<file path="config.mk">
export PLATFORM = sky130hd
export DESIGN_NAME = day07_sequencer
export DESIGN_NICKNAME = d
export VERILOG_FILES = /design/src/rtl/day07_sequencer.sv
export SDC_FILE = /design/constraint.sdc
export NUM_CORES = 1
export LEC_CHECK = 0
export ABC_CLOCK_PERIOD_IN_PS = 7100
export CAP_MARGIN = 30
export CORE_ASPECT_RATIO = 1.1
export CORE_MARGIN = 5
export CORE_UTILIZATION = 40
export DETAILED_ROUTE_END_ITERATION = 8
export PLACE_DENSITY_LB_ADDON = 0.3
export SYNTH_ARGS = -nofsm -noshare
export SYNTH_HDL_FRONTEND = slang
export SYNTH_SLANG_ARGS = --single-unit
</file>
<file path="constraint.sdc">
create_clock -name clock -period 7.1 [get_ports clock]
set_clock_uncertainty 0.05 [all_clocks]
set_input_delay 0.71 -clock clock [delete_from_list [all_inputs] [get_ports clock]]
set_output_delay 0.71 -clock clock [all_outputs]
set_load 0.005 [all_outputs]
</file>
<file path="src/rtl/day07_sequencer.sv">
// Input sequencer for the day-07 grid solver: clears the solver, measures the first
// row pitch, streams the grid bytes with one-cycle registered forwarding, then latches results.
module day07_sequencer #(
    parameter int CLEAR_CYCLES = 2,
    parameter int DRAIN_CYCLES = 4,
    parameter int MAX_WIDTH    = 4095
) (
    input  logic        clock,
    input  logic        clear,
    input  logic [7:0]  rx_data,
    input  logic        rx_valid,
    input  logic [63:0] sol_part1,
    input  logic [63:0] sol_part2,
    output logic [7:0]  sol_data,
    output logic        sol_valid,
    output logic        sol_clear,
    output logic [11:0] line_width,
    output logic [15:0] row_count,
    output logic [63:0] part1,
    output logic [63:0] part2,
    output logic        done_,
    output logic        error
);

    typedef enum logic [2:0] {
        CLR,
        MEASURE,
        STREAM,
        DRAIN,
        DONE,
        ERR
    } state_t;

    localparam logic [7:0] CHAR_EOT = 8'h04;
    localparam logic [7:0] CHAR_LF  = 8'h0A;
    localparam logic [7:0] CHAR_CR  = 8'h0D;

    state_t      r_state, w_state_nxt;
    logic [15:0] r_cnt, w_cnt_nxt;
    logic [11:0] r_col, w_col_nxt;
    logic [11:0] r_line_width, w_line_width_nxt;
    logic [15:0] r_row_count, w_row_count_nxt;
    logic [7:0]  r_sol_data, w_sol_data_nxt;
    logic        r_sol_valid, w_sol_valid_nxt;
    logic [63:0] r_part1, w_part1_nxt;
    logic [63:0] r_part2, w_part2_nxt;
    logic        r_error, w_error_nxt;

    logic        w_rx;
    logic        w_is_lf;
    logic        w_is_eot;
    logic [12:0] w_col_inc;
    logic        w_too_wide;
    logic        w_row_ok;
    logic [15:0] w_row_inc;

    // CR is dropped before any state sees it, so it can never count, forward or overrun.
    assign w_rx       = rx_valid && (rx_data != CHAR_CR);
    assign w_is_lf    = (rx_data == CHAR_LF);
    assign w_is_eot   = (rx_data == CHAR_EOT);
    assign w_col_inc  = {1'b0, r_col} + 13'd1;
    assign w_too_wide = (w_col_inc > 13'(MAX_WIDTH - 1));
    assign w_row_ok   = (r_col == r_line_width - 12'd1);
    assign w_row_inc  = (r_row_count == 16'hFFFF) ? r_row_count : r_row_count + 16'd1;

    // NOTE: every next-state value gets a default first so no path leaves it unassigned (no latches).
    always_comb begin
        w_state_nxt      = r_state;
        w_cnt_nxt        = r_cnt;
        w_col_nxt        = r_col;
        w_line_width_nxt = r_line_width;
        w_row_count_nxt  = r_row_count;
        w_sol_data_nxt   = r_sol_data;
        w_sol_valid_nxt  = 1'b0;
        w_part1_nxt      = r_part1;
        w_part2_nxt      = r_part2;
        w_error_nxt      = r_error;

        unique case (r_state)
            CLR: begin
                if (w_rx) begin
                    w_state_nxt = ERR;
                    w_error_nxt = 1'b1;
                end else if (r_cnt == 16'(CLEAR_CYCLES - 1)) begin
                    w_state_nxt = MEASURE;
                    w_cnt_nxt   = '0;
                end else begin
                    w_cnt_nxt = r_cnt + 16'd1;
                end
            end

            MEASURE: begin
                if (w_rx) begin
                    if (w_is_eot || (w_is_lf && r_col == '0) || (!w_is_lf && w_too_wide)) begin
                        w_state_nxt = ERR;
                        w_error_nxt = 1'b1;
                    end else begin
                        w_sol_data_nxt  = rx_data;
                        w_sol_valid_nxt = 1'b1;
                        if (w_is_lf) begin
                            w_line_width_nxt = w_col_inc[11:0];
                            w_row_count_nxt  = w_row_inc;
                            w_col_nxt        = '0;
                            w_state_nxt      = STREAM;
                        end else begin
                            w_col_nxt = w_col_inc[11:0];
                        end
                    end
                end
            end

            STREAM: begin
                if (w_rx) begin
                    if (w_is_eot || (w_is_lf && r_col == '0)) begin
                        // An unterminated last row still counts and is width-checked.
                        if (r_col != '0) begin
                            w_row_count_nxt = w_row_inc;
                            if (!w_row_ok) w_error_nxt = 1'b1;
                        end
                        w_col_nxt   = '0;
                        w_cnt_nxt   = '0;
                        w_state_nxt = DRAIN;
                    end else begin
                        w_sol_data_nxt  = rx_data;
                        w_sol_valid_nxt = 1'b1;
                        if (w_is_lf) begin
                            w_row_count_nxt = w_row_inc;
                            w_col_nxt       = '0;
                            if (!w_row_ok) w_error_nxt = 1'b1;
                        end else if (!w_too_wide) begin
                            w_col_nxt = w_col_inc[11:0];
                        end
                    end
                end
            end

            DRAIN: begin
                if (r_cnt == 16'(DRAIN_CYCLES - 1)) begin
                    w_part1_nxt = sol_part1;
                    w_part2_nxt = sol_part2;
                    w_state_nxt = DONE;
                end else begin
                    w_cnt_nxt = r_cnt + 16'd1;
                end
            end

            DONE: ;

            ERR: begin
                w_error_nxt = 1'b1;
                w_part1_nxt = '0;
                w_part2_nxt = '0;
            end

            default: begin
                w_state_nxt = ERR;
                w_error_nxt = 1'b1;
            end
        endcase
    end

    // NOTE: sequential state uses non-blocking assignments so all registers update together.
    always_ff @(posedge clock or posedge clear) begin
        if (clear) begin
            r_state      <= CLR;
            r_cnt        <= '0;
            r_col        <= '0;
            r_line_width <= '0;
            r_row_count  <= '0;
            r_sol_data   <= '0;
            r_sol_valid  <= 1'b0;
            r_part1      <= '0;
            r_part2      <= '0;
            r_error      <= 1'b0;
        end else begin
            r_state      <= w_state_nxt;
            r_cnt        <= w_cnt_nxt;
            r_col        <= w_col_nxt;
            r_line_width <= w_line_width_nxt;
            r_row_count  <= w_row_count_nxt;
            r_sol_data   <= w_sol_data_nxt;
            r_sol_valid  <= w_sol_valid_nxt;
            r_part1      <= w_part1_nxt;
            r_part2      <= w_part2_nxt;
            r_error      <= w_error_nxt;
        end
    end

    assign sol_data   = r_sol_data;
    assign sol_valid  = r_sol_valid;
    assign sol_clear  = (r_state == CLR);
    assign line_width = r_line_width;
    assign row_count  = r_row_count;
    assign part1      = r_part1;
    assign part2      = r_part2;
    assign done_      = (r_state == DONE) || (r_state == ERR);
    assign error      = r_error;

endmodule

</file>
==> results.cfg <==
[status]
outcome = finished, final reports clean

[hold_path]
hold_depth = 1
min-delay-start = r_cnt[15]$_DFFE_PP0P_
hold_class = register to register
holdPathEnd = r_cnt[15]$_DFFE_PP0P_

[pwr]
peakVddDrop_v = 0.000186
power.density_nw_per_um2 = 226
p_leak_nw = 5.40

[sta]
fmax_mhz = 284
tightestPinTransition_ps = 923
period_share_pct = 49.6
rsz0062_at_grt = false
slew_violations = 0
setup_viol = 0
relSlewSlack_pct = 37.9
final_period_minus_worst_setup_slack_ps = 3520
finalSetupTns_ps = 0
hold_viol_final = 0

[drt]
drcViolationCount = 0
vias_per_cell = 5.32
num_vias = 7175
drt_iter0_markers = 555
wire_per_inst_um = 19.5
ant_nets = 0
finalWirelength_um = 26400
drt_first_pass_iters = 5

[die]
placementRows = 56
dieArea_um2 = 24900
io_pins = 307
fp.dieW_um = 151
core-area_um2 = 21400
die_h_um = 165
start_util_pct = 40.7

[grt]
grt_pass1_vias = 7449
grt_max_degree = 136
grt_usage_pct = 21.2
antenna_found_initial = 1
grt_pass1_wl_um = 41400
overflow = 0

[worst_setup_path]
r2r-end = r_col[10]$_DFFE_PP0P_
path_class = input pin to register
cp_max_fo = 19
timing.critical_path.from_type = input pin
critical_path_required_ps = 7330
r2r_slack_ps = 3990
arrival_ps = 3750
cp-end-kind = register
r2r_start = r_col[0]$_DFFE_PP0P_
reg2reg_depth = 8

[logic_synthesis]
synth_edf_count = 0
synth_cell_types = 63
syn-num-nets = 911
syn_inst = 765
synth-seq-area-share_pct = 56.4
syn_area_um2 = 8730
ys_seq_elements = 197
ys_async_sr_fraction_pct = 100
synth_ff_type = dfrtp_1
yosysWarnings = 0
syn_area_per_cell_um2 = 11.4

[clock_network]
h-tree-depth = 4
root_buffer = clkbuf_16
cts_buffer_depth = 2
cts.sinks = 197
post_cts_resized = 0
tritoncts = built
cts_buffers = 17
cts_setup_buffers = 0
worstSkewPairLatency_ps = 430
cts_hold_buf = 0
cts.clk_slew.worst_paths_ps = 70

[run]
cap_violations = 0

[placed_design]
routabilityCongestion = 0.826
port_buffers = 306
dp_hpwl_um = 19100

[layout]
drive_above_1_share_pct = 7.09
fin_util_pct = 59.0
final_nets = 1191
nFillCells = 1810
syn_to_final_growth_pct = 44.9
-- cells in the final DEF, fill, tap and decap left out, drive strengths merged, types with 3 or more instances in the layout --
cell           synthesis  routed
a211oi                 3       3
a21oi                 10      10
a22o                 128     128
a31oi                  3       3
and2                   4       4
and3                  12      12
buf                   15       6
bufinv                 0       3
clkbuf                36      17
clkdlybuf4s50          0     306
clkinv                 1       5
dfrtp                197     197
ha                     7       7
inv                   11      18
mux2                  16      16
nand2                 47      47
nand2b                13      13
nand3                 25      25
nand3b                 3       3
nand4                  8       8
nor2                  44      44
nor3                  23      23
nor4                  12      12
o211ai                 4       4
o21a                   3       3
o21ai                 57      57
o31ai                 14      14
o41ai                  3       3
xnor2                 22      22
xor2                  13      13
-- cell families (layout without fill, tap and decap cells) --
group           Yosys count  after routing  synth area share (%)
compound gates          239            239                  21.2
xor+xnor                 35             35                  3.51
fa+ha+maj                 7              7                  1.00
buf+inv                  63            356                  3.24
flops                   197            197                  56.4
mux                      17             17                  2.18
other cells               0              1                     0
simple gates            207            207                  12.4
-- flip-flops by register name, indices dropped and copies added, names as in the netlist --
name and cells:
row_count 16, sol_data 8, sol_valid 1, r_state 3, part1 64, r_cnt 16
part2 64, error 1, line_width 12, r_col 12
-- critical path: stages --
cell and delay (ps):
clkdlybuf4s50_1 440, or4_4 600, o211ai_1 280, a2111oi_2 110
o31ai_4 650, or2_0 750, o21ai_0 210
-- cells in the mapped netlist (3+ instances only) --
master	n	area [µm²]
a22o_1	128	1120
o21a_1	3	22.5
a21oi_1	9	45.0
nand2b_1	13	81.3
a31oi_1	3	18.8
dfrtp_1	197	4930
xnor2_1	22	193
xor2_1	13	114
nor3_1	21	105
inv_1	11	41.3
nor4_1	11	68.8
a211oi_1	3	22.5
ha_1	7	87.6
and2_1	4	25.0
nor2_1	44	165
nand3b_1	3	22.5
buf_2	4	20.0
clkbuf_1	36	135
buf_4	5	37.5
nand2_1	47	176
o21ai_0	56	280
nand3_1	25	125
mux2_2	16	180
o211ai_1	4	30.0
o31ai_1	9	67.6
o31ai_2	4	50.1
and3_1	12	75.1
nand4_1	8	50.1
buf_1	3	11.3
buf_6	3	33.8
-- metrics by stage --
step | instance area, µm² | setup WS [ps] | hold slack [ps] | power [mW] | cells
2_1_floorplan | 8730 | 971 | 396 | 1.59 | 765
3_3_place_gp | 12000 | 3210 | 417 | 1.84 | 1315
3_5_place_dp | 12000 | 3100 | 430 | 1.84 | 1315
4_1_cts | 12600 | 3570 | 439 | 2.89 | 1347
5_1_grt | 12700 | 3370 | 472 | 3.00 | 1349
6_report | 12700 | 3580 | 439 | 2.86 | 1349
-- routing by layer --
metal  vias up  track usage (%)  share of wire [%]
li1       3392                -                  -
met1      3498             26.0                 40
met2       257             35.4                 50
met3        28             8.12                8.6
met4         0             5.32                1.6
met5         -                0                  0
-- report_power, final --
part	internal, mW	switching [mW]	leakage [nW]
clock	0.573	0.469	0.310
combinational	0.235	0.344	2.38
sequential	1.17	0.0695	2.71
total	1.98	0.883	5.40
-- final cells by class --
cell class	count	area, µm²	area share (%)
clock buffers	17	425	3.36
diodes	1	2.50	0.0198
multi-input cells	505	3540	28.0
flip-flops and latches	197	4930	39.0
repair buffers	312	3130	24.7
well taps	290	363	2.87
inverters	12	52.6	0.415
clock inverters	15	213	1.68
-- worst max path at each step --
| stage | start | slack, ps | end |
|---|---|---|---|
| finish | rx_data[4] | 3580 | r_cnt[10]$_DFFE_PP0P_ |
| global route | rx_data[4] | 3370 | r_cnt[10]$_DFFE_PP0P_ |
| CTS | rx_data[4] | 3570 | r_cnt[10]$_DFFE_PP0P_ |
| detailed placement | rx_data[4] | 3100 | r_cnt[10]$_DFFE_PP0P_ |
| global placement | rx_data[4] | 3210 | r_cnt[6]$_DFFE_PP0P_ |
| floorplan | clear | 970 | error$_DFFE_PP0P_ |
Note: power is estimated with default switching activity, not from simulation.
